File: config.mk
export PLATFORM = sky130hd
export DESIGN_NAME = ib_ram_page_loader
export DESIGN_NICKNAME = d
export VERILOG_FILES = /design/src/rtl/ib_ram_pkg.sv /design/src/rtl/ib_ram_word_packer.sv /design/src/rtl/ib_ram_page_loader.sv
export SDC_FILE = /design/constraint.sdc
export NUM_CORES = 1
export LEC_CHECK = 0
export BUFFER_PORTS_ARGS = -buffer_cell sky130_fd_sc_hd__buf_2
export CAP_MARGIN = 20
export CORE_ASPECT_RATIO = 0.75
export CORE_MARGIN = 2
export CORE_UTILIZATION = 54
export DETAILED_ROUTE_END_ITERATION = 6
export GPL_TIMING_DRIVEN = 0
export PLACE_DENSITY_LB_ADDON = 0.1
export SYNTH_ARGS = -nofsm -noshare
export SYNTH_HDL_FRONTEND = slang
export SYNTH_SLANG_ARGS = --single-unit
File: constraint.sdc
create_clock -name sys_clk -period 2.75 [get_ports sys_clk]
set_input_delay 0.1375 -clock sys_clk [delete_from_list [all_inputs] [get_ports sys_clk]]
set_output_delay 0.1375 -clock sys_clk [all_outputs]
set_load 0.1 [all_outputs]
File: src/rtl/ib_ram_pkg.sv
// Shared definitions for the IB-RAM write path: loader state encoding,
// bank-interleave address formats and width helpers.
package ib_ram_pkg;

  typedef enum logic [1:0] {
    IB_LD_IDLE,
    IB_LD_PACK,
    IB_LD_WRITE,
    IB_LD_DONE
  } ib_ld_state_t;

  localparam int IB_BANK_ILV_BANK_PAGE = 0;
  localparam int IB_BANK_ILV_PAGE_BANK = 1;

  function automatic int ib_bank_addr_width(input int bank_num);
    return $clog2(bank_num);
  endfunction

  // Slot counter never collapses to zero bits, even for a single-word page.
  function automatic int ib_slot_cnt_width(input int words);
    return (words > 1) ? $clog2(words) : 1;
  endfunction

endpackage

File: src/rtl/ib_ram_word_packer.sv
// Collects WORDS consecutive words into one page vector, slot 0 in the low bits.
// packed_o already includes the word being strobed this cycle.
module ib_ram_word_packer
  import ib_ram_pkg::*;
#(
  parameter int WORDS  = 2,
  parameter int WORD_W = 4
) (
  input  logic                      sys_clk,
  input  logic                      rst,
  input  logic                      clr_i,
  input  logic                      strobe_i,
  input  logic [WORD_W-1:0]         data_i,
  output logic                      full_o,
  output logic [WORDS*WORD_W-1:0]   packed_o
);

  localparam int CNT_W = ib_slot_cnt_width(WORDS);
  localparam logic [CNT_W-1:0] LAST_SLOT = CNT_W'(WORDS - 1);

  logic [CNT_W-1:0]        slot_q, slot_d;
  logic [WORDS*WORD_W-1:0] packed_q, packed_d;

  // NOTE: every always_comb output gets a default first, so no path leaves it unassigned and no latch is inferred.
  always_comb begin
    slot_d   = slot_q;
    packed_d = packed_q;
    if (clr_i) begin
      slot_d = '0;
    end else if (strobe_i) begin
      packed_d[int'(slot_q)*WORD_W +: WORD_W] = data_i;
      slot_d = (slot_q == LAST_SLOT) ? '0 : slot_q + 1'b1;
    end
  end

  assign full_o   = strobe_i && !clr_i && (slot_q == LAST_SLOT);
  assign packed_o = packed_d;

  // NOTE: flops use non-blocking assignments so every register samples pre-edge values.
  always_ff @(posedge sys_clk) begin
    if (rst) slot_q <= '0;
    else     slot_q <= slot_d;
  end

  // NOTE: slot storage is left unreset; it is only consumed after every slot of the page has been rewritten.
  always_ff @(posedge sys_clk) begin
    packed_q <= packed_d;
  end

endmodule

File: src/rtl/ib_ram_page_loader.sv
// Streams PAGE_SIZE-bit words into BANK_INTERLEAVE_NUM-word pages and writes
// each page to the interleaved IB-RAM at consecutive page addresses.
module ib_ram_page_loader
  import ib_ram_pkg::*;
#(
  parameter int BANK_INTERLEAVE_TYPE = IB_BANK_ILV_BANK_PAGE,
  parameter int BANK_INTERLEAVE_NUM  = 2,
  parameter int ADDR_WIDTH           = 6,
  parameter int BANK_ADDR_WIDTH      = ib_bank_addr_width(BANK_INTERLEAVE_NUM),
  parameter int PAGE_ADDR_WIDTH      = ADDR_WIDTH - BANK_ADDR_WIDTH,
  parameter int PAGE_SIZE            = 4,
  parameter int WDATA_SIZE           = PAGE_SIZE * BANK_INTERLEAVE_NUM,
  parameter int PAGE_NUM             = 32
) (
  input  logic                       sys_clk,
  input  logic                       rst,
  input  logic                       start_i,
  input  logic [PAGE_ADDR_WIDTH-1:0] base_page_i,
  input  logic [PAGE_ADDR_WIDTH:0]   page_cnt_i,
  input  logic                       abort_i,
  input  logic [PAGE_SIZE-1:0]       in_data_i,
  input  logic                       in_valid_i,
  output logic                       in_ready_o,
  output logic [WDATA_SIZE-1:0]      wdata_o,
  output logic [ADDR_WIDTH-1:0]      access_addr_o,
  output logic                       wen_n_o,
  output logic                       busy_o,
  output logic                       done_o,
  output logic                       err_o
);

  localparam int CHK_W = PAGE_ADDR_WIDTH + 2;
  localparam logic [PAGE_ADDR_WIDTH:0] REMAIN_ONE = (PAGE_ADDR_WIDTH+1)'(1);

  ib_ld_state_t               state_q, state_d;
  logic [PAGE_ADDR_WIDTH-1:0] cur_page_q, cur_page_d;
  logic [PAGE_ADDR_WIDTH:0]   remain_q, remain_d;
  logic [WDATA_SIZE-1:0]      wdata_q, wdata_d;
  logic [ADDR_WIDTH-1:0]      addr_q, addr_d;
  logic                       wen_n_q, wen_n_d;
  logic                       busy_q, busy_d;
  logic                       done_q, done_d;
  logic                       err_q, err_d;

  logic [ADDR_WIDTH-1:0]      page_addr;
  logic [CHK_W-1:0]           range_end;
  logic                       start_bad;
  logic                       pk_clr, pk_strobe, pk_full;
  logic [WDATA_SIZE-1:0]      pk_packed;

  assign in_ready_o = (state_q == IB_LD_PACK);
  assign pk_strobe  = in_valid_i && in_ready_o;

  ib_ram_word_packer #(
    .WORDS  (BANK_INTERLEAVE_NUM),
    .WORD_W (PAGE_SIZE)
  ) u_packer (
    .sys_clk  (sys_clk),
    .rst      (rst),
    .clr_i    (pk_clr),
    .strobe_i (pk_strobe),
    .data_i   (in_data_i),
    .full_o   (pk_full),
    .packed_o (pk_packed)
  );

  // A page write hits every bank at once, so the bank field is always zero.
  always_comb begin
    if (BANK_INTERLEAVE_TYPE == IB_BANK_ILV_PAGE_BANK)
      page_addr = ADDR_WIDTH'(cur_page_q) << BANK_ADDR_WIDTH;
    else
      page_addr = ADDR_WIDTH'(cur_page_q);
  end

  assign range_end = CHK_W'(base_page_i) + CHK_W'(page_cnt_i);
  assign start_bad = (page_cnt_i == '0) || (range_end > CHK_W'(PAGE_NUM));

  always_comb begin
    state_d    = state_q;
    cur_page_d = cur_page_q;
    remain_d   = remain_q;
    wdata_d    = wdata_q;
    addr_d     = addr_q;
    wen_n_d    = 1'b1;
    done_d     = 1'b0;
    err_d      = 1'b0;
    pk_clr     = 1'b0;
    case (state_q)
      IB_LD_IDLE: begin
        if (start_i) begin
          if (start_bad) begin
            err_d = 1'b1;
          end else begin
            cur_page_d = base_page_i;
            remain_d   = page_cnt_i;
            pk_clr     = 1'b1;
            state_d    = IB_LD_PACK;
          end
        end
      end
      IB_LD_PACK: begin
        // Abort wins over a completing page: the partial page is dropped.
        if (abort_i) begin
          state_d = IB_LD_IDLE;
        end else if (pk_full) begin
          wdata_d = pk_packed;
          addr_d  = page_addr;
          wen_n_d = 1'b0;
          state_d = IB_LD_WRITE;
        end
      end
      IB_LD_WRITE: begin
        cur_page_d = cur_page_q + 1'b1;
        remain_d   = remain_q - 1'b1;
        pk_clr     = 1'b1;
        if (abort_i)                 state_d = IB_LD_IDLE;
        else if (remain_q == REMAIN_ONE) state_d = IB_LD_DONE;
        else                         state_d = IB_LD_PACK;
      end
      IB_LD_DONE: begin
        done_d  = !abort_i;
        state_d = IB_LD_IDLE;
      end
      default: state_d = IB_LD_IDLE;
    endcase
    busy_d = (state_d != IB_LD_IDLE);
  end

  always_ff @(posedge sys_clk) begin
    if (rst) begin
      state_q    <= IB_LD_IDLE;
      cur_page_q <= '0;
      remain_q   <= '0;
      wdata_q    <= '0;
      addr_q     <= '0;
      wen_n_q    <= 1'b1;
      busy_q     <= 1'b0;
      done_q     <= 1'b0;
      err_q      <= 1'b0;
    end else begin
      state_q    <= state_d;
      cur_page_q <= cur_page_d;
      remain_q   <= remain_d;
      wdata_q    <= wdata_d;
      addr_q     <= addr_d;
      wen_n_q    <= wen_n_d;
      busy_q     <= busy_d;
      done_q     <= done_d;
      err_q      <= err_d;
    end
  end

  assign wdata_o       = wdata_q;
  assign access_addr_o = addr_q;
  assign wen_n_o       = wen_n_q;
  assign busy_o        = busy_q;
  assign done_o        = done_q;
  assign err_o         = err_q;

endmodule

==> results.yml <==
synthesis:
  syn_inst: 218
  ys_seq_area_frac: 0.398
  synth-edff-count: 0
  netlist.area_leader.share: 0.398
  ys_seq_elements: 38
  syn-num-nets: 247
  synth_common_cells: "dfxtp_1 (38), nand2_1 (28), nor2_1 (20), a21oi_1 (16), nor3_1 (10)"
  yosysMostFrequentCell: "dfxtp_1"
  synth_flop_cell: "dfxtp_1"
  syn_avg_cell_area_sq_um: 8.78
  synth_area_sq_um: 1910
  post_synth_num_cell_types: 48
  synthArstFlopShare: 0
  synth_area_leader_cell: "dfxtp_1"
  synthTopCellsByArea: "dfxtp_1 (40%), nand2_1 (5.5%), ha_1 (5.2%)"
  ys_warn_count: 0
power_and_ir_drop:
  p_leak_nw: 0.928
  pwr_density_cell_nw_per_um2: 555
  totalPowerFinal_mw: 1.24
  p_sw_mw: 0.370
  pwr-share-comb: 0.207
  p_seq_frac: 0.504
  vdd_drop_max_mv: 0.403
  switching_share: 0.299
  p_int_mw: 0.866
  clkPwrFrac: 0.289
clock_tree:
  clock_path_buffers: 2
  cts.sinks: 38
  clk_latency_ps: 290
  ctsRootBufferMaster: "clkbuf_8"
  ctsResizeCount: 0
  postCtsHoldBufs: 0
  postCtsSetupRepairBufs: 0
  clk_pin_slew_ps: 70
  cts_tree: "done"
  h-tree-depth: 2
  cts_buffers: 5
drt:
  ant_nets: 0
  viasPerCell: 5.55
  drt-initial-drc-count: 147
  drc: 0
  drt_first_pass_iters: 4
  drt-wirelength-per-cell_um: 14.6
  wl_mm: 4.42
  vias: 1675
timing:
  fin_crit_sh: 0.853
  rsz0062_at_grt: "false"
  setup_tns_ps: 0
  finalClockSkew_ps: 2.21
  setup_viol: 0
  layout_min_cycle_time_ps: 2350
  fmax_mhz: 426
  setup_ws_ps: 405
  maxSlewViolCount: 0
  hold_viol_final: 0
  worst_pin_slew_ps: 760
  relSlewSlack: 0.493
global_routing:
  grt_max_degree: 12
  grt_pass1_wl_mm: 7.41
  antenna_found_initial: 0
  grt_pass1_vias: 1536
  track_usage: 0.239
  globalRoute.totalOverflow: 0
setup_path:
  critical_path_class: "in -> reg"
  cp.required_ps: 2940
  critPathArrivalTime_ps: 2530
  crit_fanout: 10
  end_kind: "register"
  critPathLaunchType: "primary input"
floorplanning:
  die_area_sq_um: 4040
  start_util: 0.574
  die_h_um: 55.5
  rows: 18
  die_width_um: 72.7
  io_pins: 39
  core-area_sq_um: 3330
run:
  max-cap-violations: 0
final_layout:
  nNetsFinal: 291
  final_util: 0.669
  finalInstanceArea_sq_um: 2230
  drive_gt1_frac: 0.260
  syn2layout_area_growth_pct: 16.5
  n_antenna_cell: 0
  fillerInstances: 306
min_path:
  worstHoldPathType: "in -> reg"
placement:
  hpwlAfterDp_mm: 3.30
  pre_cts_ws_ps: 157
  globalplace.congestion: 0.847
  portBuffers: 37
  dpl-instance-area_sq_um: 2150
outcome:
  status: "completed"
power by group through the flow:
stage / Sequential, mW / Clock (mW) / Combinational, mW
2_1_floorplan: 0.648 / 0 / 0.170
3_3_place_gp: 0.635 / 0 / 0.244
3_5_place_dp: 0.635 / 0 / 0.251
4_1_cts: 0.623 / 0.364 / 0.253
5_1_grt: 0.628 / 0.392 / 0.278
6_report: 0.624 / 0.358 / 0.255
stage by stage:
step                std cells  hold WS, ps
global route              302         80.3
CTS                       302         74.1
detailed placement        295          385
floorplan                 218          214
finish                    302         81.7
global placement          295          381
layout make-up:
class	count	area [sq um]	share of cell area
Buffer	9	68.8	0.0309
Clock buffer	5	68.8	0.0309
Clock inverter	2	10.0	0.00449
Inverter	8	30.0	0.0135
Multi-Input combinational cell	163	1060	0.474
Sequential cell	38	761	0.341
Tap cell	40	50.0	0.0224
Timing Repair Buffer	37	185	0.0831
cells by family after synthesis:
logic type | synth area share
AOI/OAI and AO/OA | 0.200
xor gates and xnor gates | 0.0366
DFF | 0.398
buffers and inverters | 0.0517
other | 0.00196
muxes | 0.0412
adders and majority gates | 0.0628
and+or+nand+nor | 0.208
routing by layer:
layer	vias to the layer above	wire [um]	global-route usage
met5	-	0	0
li1	864	-	-
met1	759	2370	0.377
met4	0	27	0.0635
met2	48	1810	0.318
met3	4	220	0.0602
cells in the final DEF (no fill, tap or decap), drive strengths merged, types with 8 or more instances in the layout:
master / instances
a21oi: 17
buf: 43
inv: 8
clkbuf: 8
ha: 8
nand2: 29
nor2: 20
dfxtp: 38
nor3: 10
registers in the layout, summed over array words and instances, names as in the netlist:
register / flops
wdata_o: 8
err_o: 1
cur_page_q: 5
u_packer.packed_q: 7
state_q: 2
access_addr_o: 5
busy_o: 1
remain_q: 6
wen_n_o: 1
done_o: 1
u_packer.slot_q: 1
critical path, stage by stage:
cell and delay [ps]:
buf_2 110, ha_1 180, inv_1 60, fa_1 390, nand2b_1 190, a21oi_2 140, xnor2_1 140, o32ai_2 700
nand2_1 160, o221a_2 300
path summary, 6_finish.rpt:
kind / from / end / slack, ps / depth (start not counted)
setup reg to reg: state_q[0]$_SDFF_PP0_ / wdata_o[5]$_SDFFE_PP0P_ / 870 / 6
setup / recovery: page_cnt_i[0] / cur_page_q[4]$_SDFFE_PP0P_ / 400 / 10
hold / removal: abort_i / done_o$_SDFF_PP0_ / 80 / 2
hold reg to reg: wdata_o[3]$_SDFFE_PP0P_ / wdata_o[3]$_SDFFE_PP0P_ / 450 / 2
Note: power is estimated with default switching activity, not from simulation.
